$ cat src/rtl/digit_entry_buffer.sv
// Keypad entry stage: keeps a right-aligned BCD digit stack and converts it to
// binary with one multiply-by-ten-and-add step per digit slot, MS slot first.
module digit_entry_buffer #(
  parameter int MAX_DIGITS = 5,
  parameter int WIDTH      = 17
) (
  input  logic                    clk,
  input  logic                    reset,
  input  logic                    key_valid,
  input  logic [3:0]              key_code,
  output logic [WIDTH-1:0]        data_buffer,
  output logic [4*MAX_DIGITS-1:0] digits,
  output logic [2:0]              digit_count,
  output logic                    busy,
  output logic                    value_valid,
  output logic                    entry_done,
  output logic                    key_ignored
);
  localparam int       DW     = 4 * MAX_DIGITS;
  localparam bit [2:0] C_MAX  = 3'(MAX_DIGITS);
  localparam bit [2:0] C_LAST = 3'(MAX_DIGITS - 1);

  typedef enum logic {S_IDLE, S_CONVERT} state_t;

  state_t           r_state;
  logic [DW-1:0]    r_digits;
  logic [2:0]       r_count;
  logic [2:0]       r_step;
  logic [WIDTH-1:0] r_acc;
  logic [WIDTH-1:0] r_data;
  logic             r_busy;
  logic             r_valid;
  logic             r_done;
  logic             r_ign;
  logic             r_fresh;

  logic             w_key_idle;
  logic             w_digit_acc;
  logic             w_bs_key;
  logic             w_bs_acc;
  logic             w_clear;
  logic             w_enter_acc;
  logic             w_reject;
  logic             w_start;
  logic [DW-1:0]    w_key_ext;
  logic [3:0]       w_slot;
  logic [WIDTH-1:0] w_acc_next;

  assign w_key_idle  = key_valid && (r_state == S_IDLE);
  assign w_digit_acc = w_key_idle && (key_code <= 4'd9) && (r_fresh || (r_count != C_MAX));
  assign w_bs_key    = w_key_idle && (key_code == 4'hA);
  assign w_bs_acc    = w_bs_key && (r_count != 3'd0);
  assign w_clear     = w_key_idle && (key_code == 4'hB);
  assign w_enter_acc = w_key_idle && (key_code == 4'hC) && (r_count != 3'd0) && r_valid;
  // Anything not accepted in IDLE, and every key seen during CONVERT, is a rejection.
  assign w_reject    = key_valid && !(w_digit_acc || w_bs_acc || w_clear || w_enter_acc);
  assign w_start     = w_digit_acc || w_bs_acc;
  assign w_key_ext   = DW'(key_code);

  always_comb begin
    w_slot = 4'd0;
    for (int i = 0; i < MAX_DIGITS; i++) begin
      if (r_step == 3'(MAX_DIGITS - 1 - i)) w_slot = r_digits[4*i +: 4];
    end
  end

  assign w_acc_next = (r_acc << 3) + (r_acc << 1) + WIDTH'(w_slot);

  always_ff @(posedge clk) begin
    if (reset) begin
      r_state  <= S_IDLE;
      r_digits <= '0;
      r_count  <= 3'd0;
      r_step   <= 3'd0;
      r_acc    <= '0;
      r_data   <= '0;
      r_busy   <= 1'b0;
      r_valid  <= 1'b1;
      r_done   <= 1'b0;
      r_ign    <= 1'b0;
      r_fresh  <= 1'b0;
    end else begin
      r_done <= w_enter_acc;
      r_ign  <= w_reject;
      if (w_enter_acc) r_fresh <= 1'b1;
      if (w_digit_acc || w_bs_key || w_clear) r_fresh <= 1'b0;

      if (w_digit_acc) begin
        r_digits <= r_fresh ? w_key_ext : ((r_digits << 4) | w_key_ext);
        r_count  <= r_fresh ? 3'd1 : (r_count + 3'd1);
      end else if (w_bs_acc) begin
        r_digits <= r_digits >> 4;
        r_count  <= r_count - 3'd1;
      end else if (w_clear) begin
        r_digits <= '0;
        r_count  <= 3'd0;
        r_data   <= '0;
        r_valid  <= 1'b1;
      end

      case (r_state)
        S_IDLE: begin
          if (w_start) begin
            r_state <= S_CONVERT;
            r_busy  <= 1'b1;
            r_valid <= 1'b0;
            r_acc   <= '0;
            r_step  <= 3'd0;
          end
        end
        S_CONVERT: begin
          if (r_step == C_LAST) begin
            r_data  <= w_acc_next;
            r_busy  <= 1'b0;
            r_valid <= 1'b1;
            r_state <= S_IDLE;
          end else begin
            r_acc  <= w_acc_next;
            r_step <= r_step + 3'd1;
          end
        end
        default: r_state <= S_IDLE;
      endcase
    end
  end

  assign data_buffer = r_data;
  assign digits      = r_digits;
  assign digit_count = r_count;
  assign busy        = r_busy;
  assign value_valid = r_valid;
  assign entry_done  = r_done;
  assign key_ignored = r_ign;
endmodule

$ cat config.mk
export PLATFORM = sky130hd
export DESIGN_NAME = digit_entry_buffer
export DESIGN_NICKNAME = d
export VERILOG_FILES = /design/src/rtl/digit_entry_buffer.sv
export SDC_FILE = /design/constraint.sdc
export NUM_CORES = 1
export LEC_CHECK = 0
export BUFFER_PORTS_ARGS = -buffer_cell sky130_fd_sc_hd__buf_4
export CAP_MARGIN = 20
export CORE_MARGIN = 2
export CORE_UTILIZATION = 40
export DETAILED_ROUTE_END_ITERATION = 8
export GPL_TIMING_DRIVEN = 0
export PLACE_DENSITY = 0.67
export SETUP_SLACK_MARGIN = 0.1
export SLEW_MARGIN = 20
export SYNTH_ARGS = -nofsm -noshare
export SYNTH_HDL_FRONTEND = slang
export SYNTH_SLANG_ARGS = --single-unit
export TNS_END_PERCENT = 1
$ cat constraint.sdc
create_clock -name clk -period 6.6 [get_ports clk]
set_input_delay 0.33 -clock clk [delete_from_list [all_inputs] [get_ports clk]]
set_output_delay 0.33 -clock clk [all_outputs]
set_load 0.05 [all_outputs]
==> Yosys cells after proc, flatten, opt, wreduce, memory -nomap -nowiden <==
Index checks and enable logic that the tools add are counted.
{ "classes": {"n_bitwise": 2, "n_addsub": 5, "n_reduce_logical": 23, "n_eq_ne": 11, "mux": 36, "order_cmp": 1} }
{ "ops": {"columns": ["operator", "n"], "rows": [
  ["2-to-1 mux 17 bit", 5],
  ["2-to-1 mux 20 bit", 4],
  ["2-to-1 mux 16 bit", 2],
  ["one-hot mux 16 bit (2 select lines)", 1],
  ["2-to-1 mux 4 bit", 5],
  ["bitwise OR 20 x 4 -> 20 bit", 1],
  ["2-to-1 mux 3 bit", 6],
  ["adder 17 bit", 1],
  ["adder 17 x 4 -> 17 bit", 1],
  ["equality test 4 bit, second input constant", 3],
  ["logical AND 1 bit", 10],
  ["2-to-1 mux 1 bit", 9],
  ["adder 3 x 1 -> 3 bit, second input constant", 2],
  ["equality test 3 x 2 -> 1 bit, second input constant", 2],
  ["logical OR 1 bit", 6],
  ["one-hot mux 1 bit (2 select lines)", 3],
  ["one-hot mux 3 bit (2 select lines)", 1],
  ["nonzero test 3 bit", 2],
  ["less-or-equal comparator 4 bit, second input constant", 1],
  ["inequality test 2 bit, second input constant", 2],
  ["AND reduction 2 bit", 2],
  ["equality test 3 x 1 -> 1 bit, second input constant", 1],
  ["equality test 3 bit, second input constant", 1],
  ["logical NOT 3 bit", 1],
  ["6 further kinds", 6]
]} }
{ "word_totals": {"regBits": 65, "input_bits": 7, "elab_cells": 89, "output_inout_bits": 44} }

==> Logic depth before layout (Yosys ltp) <==
Gate-level depths: netlist of the first run.
{ "logic_depth": {"ltp_word": 9, "depth_mapped": 17, "depth_no_buf": 16} }

==> Worst setup path after synthesis of the first run <==
No wires, ideal clock.
{ "synth_path": {"path_type": "reg2reg", "startpoint": "reg r_step[0]", "endpoint": "reg r_acc[10]", "synth_period_minus_slack_ns": 3.419, "stages_incl_launch_ff": 16, "required_ns": 6.483, "n_path_buf": 1, "arrival_ns": 3.302, "setup_ns": 0.117, "setup_slack_ns": 3.181, "path_cell_list": "dfxtp_1 -> inv_1 -> ha_1 -> clkbuf_1 -> nor2_1 -> o21a_1 -> a221oi_1 -> o22a_1 -> fa_1 -> fa_1 -> nand2b_1 -> a21oi_1 -> nor2b_1 -> o21ai_0 -> xor2_1 -> a32o_1"} }
{ "synth_between": {"elab_chain_len": 9, "elab_cells_between_ends": 15, "cone_classes": "add/sub (1); eq/ne (5); mux (7); reduce/logical (2)"} }
{ "synth_lines": {"columns": ["element", "line_no", "text"], "rows": [
  ["start: declaration", "28", "logic [2:0] r_step;"],
  ["start signal: assignment", "119", "r_step <= r_step + 3'd1;"],
  ["equality test 3 bit", "63, 112", null],
  ["2-to-1 mux 4 bit (5 in series)", "63", "if (r_step == 3'(MAX_DIGITS - 1 - i)) w_slot = r_digits[4*i +: 4];"],
  ["adder 17 x 4 -> 17 bit", "67", "assign w_acc_next = (r_acc << 3) + (r_acc << 1) + WIDTH'(w_slot);"],
  ["2-to-1 mux 16 bit", "112", "if (r_step == C_LAST) begin"],
  ["one-hot mux 16 bit (2 select lines)", "101", "case (r_state)"],
  ["end signal: assignment", "118", "r_acc <= w_acc_next;"],
  ["end: declaration", "29", "logic [WIDTH-1:0] r_acc;"]
]} }
Several ways; a longest one is shown, not always the timed one. The select of a mux whose other input is x is not followed.
A chain may end at the register's enable or synchronous reset.

==> Worst setup path in the final report of the first run <==
{ "layout_path": {"startpoint": "reg r_step[0]", "endpoint": "reg r_data[12] (netlist: data_buffer[12])"} }
{ "layout_between": {"elab_chain_len": 9, "elab_cells_between_ends": 13, "cone_classes": "add/sub (1); eq/ne (4); mux (7); reduce/logical (1)"} }
{ "layout_lines": {"columns": ["element", "line_no", "text"], "rows": [
  ["equality test 3 bit", "63, 112", null],
  ["2-to-1 mux 4 bit (5 in series)", "63", null],
  ["adder 17 x 4 -> 17 bit", "67", null],
  ["2-to-1 mux 17 bit (*)", "112", null],
  ["2-to-1 mux 17 bit (*)", "101", null],
  ["end signal: assignment", "113", "r_data <= w_acc_next;"],
  ["end: declaration", "30", "logic [WIDTH-1:0] r_data;"]
]} }
Mark *: on every way between the ends. The rest lies on a longest branch, timed or not.

==> results of run 1 <==
-- per-layer routing --
layer | track usage, % | up-vias
met3 | 3.33 | 14
met1 | 26.3 | 1542
met5 | 0 | -
li1 | - | 1601
met2 | 29.6 | 95
met4 | 6.53 | 0
-- synthesized netlist by cell type (4+ instances only) --
library cell,count,share of area (%)
dfxtp_1,65,36
nor2_1,57,6.0
ha_1,37,13
nand2_1,26,2.7
a21oi_1,24,3.4
a222oi_1,16,4.5
inv_1,16,1.7
a22oi_1,14,2.9
clkbuf_1,13,1.4
a22o_1,12,2.9
xnor2_1,11,2.7
nand3_1,7,0.98
o21ai_1,7,0.98
o22ai_1,6,1.0
buf_2,5,0.70
nor2b_1,5,0.87
o21ai_0,5,0.70
a221oi_1,4,0.98
and2_1,4,0.70
nor3_1,4,0.56
nor3b_1,4,0.84
xor2_1,4,0.98
-- per-stage QoR --
stage	hold slack [ns]	std cells	util, %	worst slack [ns]	cell area [um2]
finish	0.278	572	50.2	2.64	4360
global placement	0.433	556	47.1	2.77	4090
floorplan	0.458	398	-	3.18	3580
global route	0.298	572	50.2	2.33	4360
detailed placement	0.440	556	47.1	2.71	4090
CTS	0.274	572	50.2	2.68	4360
-- worst max path at each step --
stage / start / endpoint / slack, ns / depth (start not counted)
3_5_place_dp: r_step[0]$_SDFFE_PP0P_ / r_acc[11]$_SDFFE_PP0P_ / 2.71 / 16
2_1_floorplan: r_step[0]$_SDFFE_PP0P_ / r_acc[10]$_SDFFE_PP0P_ / 3.18 / 15
4_1_cts: r_step[0]$_SDFFE_PP0P_ / r_acc[10]$_SDFFE_PP0P_ / 2.68 / 15
3_3_place_gp: r_step[0]$_SDFFE_PP0P_ / r_acc[10]$_SDFFE_PP0P_ / 2.77 / 15
6_report: r_step[0]$_SDFFE_PP0P_ / data_buffer[12]$_SDFF_PP0_ / 2.64 / 15
5_1_grt: r_step[0]$_SDFFE_PP0P_ / r_acc[11]$_SDFFE_PP0P_ / 2.33 / 16
-- cell families (layout without fill, tap and decap cells) --
logic type,after synthesis,in the layout,share of synthesized area [%]
AOI/OAI and AO/OA,113,113,23.0
adders and majority gates,39,39,14.1
and+or+nand+nor,128,128,18.0
muxes,1,1,0.280
buffers and inverters,37,103,4.58
DFF,65,65,36.4
xor gates and xnor gates,15,15,3.67
-- area by class of cell --
class,instances,area (um2)
repair buffers,50,375
clock buffers,9,124
well taps,108,135
flip-flops and latches,65,1300
plain buffers,21,104
inverters,16,60.1
clock inverters,7,143
fillers,845,4320
multi-input cells,296,2110
-- state kept, by name, indices dropped and copies added, names as in the netlist --
signal,cells
key_ignored,1
r_fresh,1
r_acc,16
entry_done,1
data_buffer,17
busy,1
digit_count,3
value_valid,1
r_step,3
r_state,1
digits,20
-- power by group --
group | internal, mW | leakage (nW) | switching (mW)
registers | 0.400 | 0.526 | 0.00914
clock network | 0.290 | 0.133 | 0.167
logic | 0.0359 | 1.25 | 0.0801
-- worst max-delay path: stages (launching register included) --
cell and delay (ns):
dfxtp_1 0.36, inv_1 0.09, ha_1 0.21, clkbuf_1 0.35
nor2_1 0.08, o21a_1 0.23, a221oi_1 0.27, o22a_1 0.24
fa_1 0.46, fa_1 0.47, nand2b_1 0.18, a21oi_1 0.24
o21a_1 0.24, nor2_1 0.08, xnor2_1 0.15, a22o_1 0.20
==> metrics.md, run 1 <==
| Metric | Value |
|---|---|
| Setup bufs post-CTS | `0` |
| Worst setup SP type | `flip-flop` |
| HP Start | `key_valid` |
| PD cells | `225 nW/um2` |
| Reg2reg path depth | `15` |
| DR WL/cell | `15.9 um` |
| Final net count | `505` |
| Vias | `3252` |
| End of the worst hold path | `key_ignored$_SDFF_PP0_` |
| Min cycle time layout | `3.96 ns` |
| Reg2reg start | `r_step[0]$_SDFFE_PP0P_` |
| Die Wd | `98.6 um` |
| Cells after synthesis | `398` |
| Final setup viols | `0` |
| Total Power | `982 uW` |
| CTS max path bufs | `2` |
| Worst Tran Pin Value | `0.749 ns` |
| WL met1 | `4280 um` |
| Vias in the first global route | `3019` |
| Antenna-violating nets left | `0` |
| Commonest non-fill, non-tap cells in the layout | `dfxtp_1 (65), nor2_1 (57), buf_4 (51), ha_1 (37), nand2_1 (26)` |
| Routed met2 length | `4240 um` |
| Commonest non-fill, non-tap cell in the layout | `dfxtp_1` |
| Hold bufs inserted after CTS | `0` |
| Status | `completed` |
| Iteration-0 DRC Markers | `279` |
| DP HPWL | `6700 um` |
| Cell Area, Synth | `3580 um2` |
| CP arrival | `4.21 ns` |
| Initial core utilization | `41.2%` |
| Share of post-route cells with drive strength above 1 | `17.2%` |
| Setup TNS | `0 ns` |
| Tot GR Track Use | `18.9%` |
| Clk Latency, worst-skew pair | `0.35 ns` |
| Final WL | `9120 um` |
| PortBufs | `50` |
| CORE AREA | `8680 um2` |
| Lkg Pwr | `1.91 nW` |
| RD Place Congestion | `0.910` |
| CP endpoint kind | `flip-flop` |
| Vias per cell | `5.69` |
| CTS sink cnt | `65` |
| CP required | `6.84 ns` |
| Seq/Total Area, Yosys | `36.4%` |
| Top Layer Used | `met4` |
| Antenna violations before repair | `0` |
| # IOs | `51` |
| Overflow after GRT | `0` |
| First-pass GRT wire length | `14900 um` |
| Post_cts resized | `0` |
| R2R Setup Slk | `2.64 ns` |
| WL met3 | `440 um` |
| Full die area | `9720 um2` |
| # DRC | `0` |
| Avg Cell Area, Syn | `8.99 um2` |
| Post-synth EDFFs | `0` |
| Ys async rst share | `0%` |
| Worst slew margin | `49.8%` |
| Worst r2r dst | `data_buffer[12]$_SDFF_PP0_` |
| Area grow syn2layout | `21.7%` |
| YS warnings | `0` |
| Antenna diodes | `0` |
| Die Height | `98.6 um` |
| CTS tree | `yes` |
| Hold/Removal Path Class | `in -> reg` |
| Fmax | `0.252 GHz` |
| Top FF cell, synth | `dfxtp_1` |
| Maximum VDD drop | `0.107 mV` |
| Max-cap viol count | `0` |
| Fin. Hold Viols | `0` |
| Max H-tree Level | `3` |
| Syn Nets | `444` |
| Clk_skew | `0.0128 ns` |
| Largest net degree at the start of global routing | `13` |
| Reg clk slew, reported paths | `0.07 ns` |
| RSZ-0062 raised after global routing | `false` |
| Clock Root Buffer | `clkbuf_8` |
| Distinct cells, synth | `56` |
| Crit Path Max Fanout | `10` |
| Hold depth | `2` |
| DRT Pass-1 Iters | `7` |
| CTS buffer count | `9` |
| Share of the clock period used by the worst path | `60.1%` |
| Max-slew violation count | `0` |
| Synthesized flop and latch total | `65` |
| Total number of placement rows | `34` |
| Crit Path Category | `reg -> reg` |
Note: power is estimated with default switching activity, not from simulation.
==> inputs of run 2 (changes only) <==
--- a/config.mk
+++ b/config.mk
@@ -11,7 +11,7 @@
 export CORE_UTILIZATION = 40
 export DETAILED_ROUTE_END_ITERATION = 8
 export GPL_TIMING_DRIVEN = 0
-export PLACE_DENSITY = 0.67
+export PLACE_DENSITY = 0.69
 export SETUP_SLACK_MARGIN = 0.1
 export SLEW_MARGIN = 20
 export SYNTH_ARGS = -nofsm -noshare
==> constraint.sdc (replaced) <==
create_clock -name clk -period 3.2 [get_ports clk]
set_input_delay 0.16 -clock clk [delete_from_list [all_inputs] [get_ports clk]]
set_output_delay 0.16 -clock clk [all_outputs]
set_load 0.05 [all_outputs]
==> run 2 against run 1 <==
Net effect: setup slack worse by 2.8 ns; clock power up 69%; sequential power up 110%; the run now ends with setup timing left; maximum frequency up 18%; critical path depth up 2; largest cell class unchanged; non-clock buffer count up 9.
==> metrics.md, run 2 (synthesis results as in run 1) <==
| Metric | Value |
|---|---|
| Status | `finished, violations left` |
| Failing checks | `setup timing` |
| Die Wd | `98.6 um` |
| Max reg flops | `20` |
| Clk_skew | `0.00940 ns` |
| Setup slack at placement | `-0.234 ns` |
| Max H-tree Level | `3` |
| Share of post-route cells with drive strength above 1 | `27.3%` |
| Total Power | `1.88 mW` |
| CP peak stage delay | `0.38 ns` |
| Total number of placement rows | `34` |
| Final WL | `9890 um` |
| Clk Latency, worst-skew pair | `0.35 ns` |
| Vias | `3374` |
| First-pass GRT wire length | `15700 um` |
| Vias in the first global route | `3182` |
| PD cells | `402 nW/um2` |
| CP max-delay cell | `dfxtp_4` |
| Crit Path Category | `reg -> reg` |
| Worst Tran Pin Value | `0.748 ns` |
| CTS sink cnt | `65` |
| Maximum VDD drop | `0.214 mV` |
| Final net count | `514` |
| Tot GR Track Use | `20.0%` |
| DP HPWL | `6750 um` |
| Final setup viols | `15` |
| DRT Pass-1 Iters | `6` |
| Max-cap viol count | `0` |
| Lkg Pwr | `1.99 nW` |
| RD Place Congestion | `0.841` |
| Share of the clock period used by the worst path | `105%` |
| CTS tree | `yes` |
| Antenna diodes | `0` |
| CP arrival | `3.66 ns` |
| CP Buf/Inv Count | `3` |
| Area grow syn2layout | `30.9%` |
| RSZ-0062 raised after global routing | `true` |
| CTS max path bufs | `2` |
| Clock Root Buffer | `clkbuf_8` |
| Largest net degree at the start of global routing | `11` |
| Commonest non-fill, non-tap cells in the layout | `dfxtp_1 (63), buf_4 (60), nor2_1 (54), ha_1 (30), nand2_1 (25)` |
| Full die area | `9720 um2` |
| # DRC | `0` |
| Antenna-violating nets left | `0` |
| Setup slack after layout | `-0.171 ns` |
| Hold/Removal Path Class | `in -> reg` |
| Overflow after GRT | `0` |
| Critical path cell sequence | `ha_4 > ha_2 > clkbuf_8 > buf_4 > nor3b_2 > a21oi_1 > o22ai_1 > ha_2 > ha_4 > inv_2 > fa_2 > nand2b_4 > a21oi_4 > nor2b_2 > o21ai_1 > xor2_1 > a32o_1` |
| Die Height | `98.6 um` |
| Fmax | `0.297 GHz` |
| Iteration-0 DRC Markers | `289` |
| Antenna violations before repair | `0` |
| CP endpoint kind | `flip-flop` |
| Max-slew violation count | `0` |
| Min cycle time layout | `3.37 ns` |
| Final instance area | `4690 um2` |
| Worst slew margin | `49.9%` |
| DR WL/cell | `17.0 um` |
| Reg clk slew, reported paths | `0.07 ns` |
| Commonest non-fill, non-tap cell in the layout | `dfxtp_1` |
| CTS buffer count | `9` |
| CORE AREA | `8680 um2` |
| Cell area after placement | `4190 um2` |
| Crit Path Max Fanout | `7` |
| Worst setup SP type | `flip-flop` |
| # IOs | `51` |
| Initial core utilization | `41.2%` |
| CP required | `3.49 ns` |
| Vias per cell | `5.82` |
| PortBufs | `50` |
| Fin. Hold Viols | `0` |
| Delay-heaviest family, CP | `adder cells` |
## run 2: changes by cell type in the layout (fill, tap and decap cells not counted), sizes merged
cell	change
clkbuf	+2
buf	+10
clkinv	-2
bufinv	-2
## run 2: worst paths after layout
path	startpoint	end	slack, ns	cells after the start
worst max register to register	r_step[0]$_SDFFE_PP0P_	r_acc[10]$_SDFFE_PP0P_	-0.17	17
worst max-delay path	r_step[0]$_SDFFE_PP0P_	r_acc[10]$_SDFFE_PP0P_	-0.17	17
worst min register to register	data_buffer[15]$_SDFF_PP0_	data_buffer[15]$_SDFF_PP0_	0.44	2
worst min-delay path	key_valid	key_ignored$_SDFF_PP0_	0.11	2
## run 2: cell type report
type / instances / area [um2]
Buffer: 21 / 131
Clock buffer: 12 / 145
Clock inverter: 3 / 65.1
Fill cell: 781 / 3990
Inverter: 16 / 65.1
Multi-Input combinational cell: 296 / 2390
Sequential cell: 65 / 1310
Tap cell: 108 / 135
Timing Repair Buffer: 59 / 443
## run 2: per-layer routing
metal / global-route usage (%) / vias up / part of all wire, %
met5: 0 / - / 0
met4: 8.01 / 0 / 2.1
met3: 3.90 / 18 / 5.8
met2: 32.6 / 123 / 49
met1: 26.0 / 1608 / 43
li1: - / 1625 / -
## run 2: power breakdown
group	leakage, nW	total (mW)	internal, mW	switching, mW
combinational	1.36	0.263	0.0891	0.174
sequential	0.527	0.847	0.826	0.0218
clock	0.106	0.771	0.455	0.316
total	1.99	1.88	1.37	0.511
## run 2: what timing repair did
| item | CTS | global route |
|---|---|---|
| setup buffers | 8 | 1 |
| gates resized for setup | 13 | 27 |
| hold buffers | 0 | 0 |
| endpoints found under the setup margin | 22 | 23 |
| pin swaps | 22 | 21 |
## run 2: metrics by stage
stage / cells / hold WS [ns] / setup TNS (ns) / utilization (%)
floorplan: 398 / 0.330 / 0 / -
global placement: 556 / 0.433 / -1.96 / 48.3
detailed placement: 556 / 0.439 / -2.76 / 48.3
CTS: 579 / 0.100 / -1.17 / 52.2
global route: 580 / 0.125 / -4.16 / 54.0
finish: 580 / 0.112 / -1.13 / 54.0
==> inputs of run 3 (changes only) <==
--- a/config.mk
+++ b/config.mk
@@ -13,6 +13,7 @@
 export GPL_TIMING_DRIVEN = 0
 export PLACE_DENSITY = 0.69
 export SETUP_SLACK_MARGIN = 0.1
+export SKIP_LAST_GASP = 1
 export SLEW_MARGIN = 20
 export SYNTH_ARGS = -nofsm -noshare
 export SYNTH_HDL_FRONTEND = slang
==> run 3 against run 2 <==
Net effect: the flow still finishes with violations (setup timing); die area unchanged; count of clock-buffer cells in the layout unchanged; cell count did not move; cell area is 1.1% lower; via count down 1.4%; sequential power barely moved; critical path depth did not move; total power down 0.32%; first-iteration DRC count decreased by 21%; largest cell class unchanged.
==> metrics.md, run 3 (synthesis results as in run 1) <==
| Metric | Value |
|---|---|
| Status | `finished, violations left` |
| Failing checks | `setup timing` |
| Fillers | `804` |
| Antenna diodes | `0` |
| Overflow after GRT | `0` |
| Clock Root Buffer | `clkbuf_8` |
| Iteration-0 DRC Markers | `229` |
| Fin. Hold Viols | `0` |
| Worst hold slack | `0.115 ns` |
| Reg clk slew, reported paths | `0.07 ns` |
| Largest net degree at the start of global routing | `11` |
| Max H-tree Level | `3` |
| Setup TNS | `-1.63 ns` |
| Maximum VDD drop | `0.212 mV` |
| Max-cap viol count | `0` |
| Commonest non-fill, non-tap cell in the layout | `dfxtp_1` |
| Max-slew violation count | `0` |
| Vias per cell | `5.73` |
| Worst Tran Pin Value | `0.715 ns` |
| CORE AREA | `8680 um2` |
| Final net count | `514` |
| CTS buffer count | `9` |
| # DRC | `0` |
| Die Wd | `98.6 um` |
| Vias in the first global route | `3163` |
| Share of the clock period used by the worst path | `105%` |
| Combinational share of power | `13.9%` |
| CTS sink cnt | `65` |
| Vias | `3326` |
| RD Place Congestion | `0.841` |
| Area grow syn2layout | `29.5%` |
| Worst slew margin | `52.1%` |
| Total number of placement rows | `34` |
| Fmax | `0.298 GHz` |
| Setup slack after layout | `-0.155 ns` |
| Hold bufs inserted after CTS | `0` |
| Full die area | `9720 um2` |
| Hold/Removal Path Class | `in -> reg` |
| Initial core utilization | `41.2%` |
| Int Power | `1.37 mW` |
| CTS tree | `yes` |
| # IOs | `51` |
| Final setup viols | `16` |
| Sw Pwr | `507 uW` |
| PortBufs | `50` |
| Crit Path Max Fanout | `7` |
| CP endpoint kind | `flip-flop` |
| Final WL | `9730 um` |
| Crit Path Category | `reg -> reg` |
| DRT Pass-1 Iters | `7` |
| First-pass GRT wire length | `15600 um` |
| Antenna violations before repair | `0` |
| RSZ-0062 raised after global routing | `true` |
| Commonest non-fill, non-tap cells in the layout | `dfxtp_1 (63), buf_4 (60), nor2_1 (55), ha_1 (30), nand2_1 (25)` |
| CP required | `3.48 ns` |
| Antenna-violating nets left | `0` |
| Lkg Pwr | `1.96 nW` |
| Max reg flops | `20` |
| Clk network pwr share | `41.0%` |
| Share of post-route cells with drive strength above 1 | `25.8%` |
| CP arrival | `3.64 ns` |
| Sw frac | `27.0%` |
| DP HPWL | `6750 um` |
| PD cells | `405 nW/um2` |
| Seq pwr share | `45.1%` |
| Clk Latency, worst-skew pair | `0.34 ns` |
| Clk_skew | `0.00681 ns` |
| Min cycle time layout | `3.35 ns` |
| Die Height | `98.6 um` |
| DR WL/cell | `16.8 um` |
| CTS max path bufs | `2` |
| Tot GR Track Use | `19.8%` |
| Worst setup SP type | `flip-flop` |
[run 3: critical path, cell delays in order (launching register included)]
cell,delay (ns)
dfxtp_4,0.38
ha_4,0.16
ha_2,0.16
clkbuf_8,0.14
buf_4,0.14
nor3b_2,0.19
a21oi_1,0.07
o22ai_1,0.24
ha_2,0.24
ha_4,0.14
inv_2,0.04
fa_2,0.37
nand2b_4,0.17
a21oi_4,0.17
nor2b_2,0.08
o21ai_1,0.18
xor2_1,0.26
a32o_1,0.16
[run 3: stage by stage]
| step | instances | utilization, % | power, mW | instance area (um2) | setup slack [ns] |
|---|---|---|---|---|---|
| global placement | 556 | 48.3 | 1.10 | 4190 | -0.187 |
| floorplan | 398 | - | 1.03 | 3680 | 0.0927 |
| CTS | 579 | 52.0 | 1.88 | 4510 | -0.142 |
| detailed placement | 556 | 48.3 | 1.11 | 4190 | -0.234 |
| finish | 580 | 53.4 | 1.88 | 4640 | -0.155 |
| global route | 580 | 53.4 | 1.95 | 4640 | -0.297 |
[run 3: layout make-up]
cell class	count	area (um2)	area share [%]
Sequential cell	65	1310	28.2
Tap cell	108	135	2.91
Timing Repair Buffer	59	443	9.55
Buffer	21	131	2.83
Multi-Input combinational cell	296	2340	50.5
Inverter	16	65.1	1.40
Clock inverter	3	65.1	1.40
Clock buffer	12	145	3.13
[run 3: power groups by stage]
stage | logic (mW) | clock network (mW) | registers (mW)
after floorplan | 0.127 | 0 | 0.906
after global placement | 0.241 | 0 | 0.863
after detailed placement | 0.244 | 0 | 0.864
after CTS | 0.252 | 0.782 | 0.845
after global routing | 0.283 | 0.818 | 0.848
final | 0.261 | 0.768 | 0.847
[run 3: repair_timing]
item / 4_1_cts / 5_1_grt
buffers inserted: 8 / 1
setup endpoints to repair: 22 / 23
resized for setup: 10 / 22
cloned: 0 / 0
pin swaps: 16 / 20
[run 3: metal layers]
metal / share of wire, % / routed length [um] / global-route usage (%)
met3: 6.2 / 600 / 3.90
met5: 0 / 0 / 0
met1: 44 / 4290 / 26.2
met4: 2.1 / 204 / 7.90
met2: 48 / 4630 / 31.9
[run 3: worst paths after layout]
kind                               from                          to  slack (ns)  cells after the start
min reg2reg  data_buffer[15]$_SDFF_PP0_  data_buffer[15]$_SDFF_PP0_        0.44                      2
max              r_step[0]$_SDFFE_PP0P_      r_acc[10]$_SDFFE_PP0P_       -0.15                     17
max reg2reg      r_step[0]$_SDFFE_PP0P_      r_acc[10]$_SDFFE_PP0P_       -0.15                     17
min                           key_valid      key_ignored$_SDFF_PP0_        0.11                      2
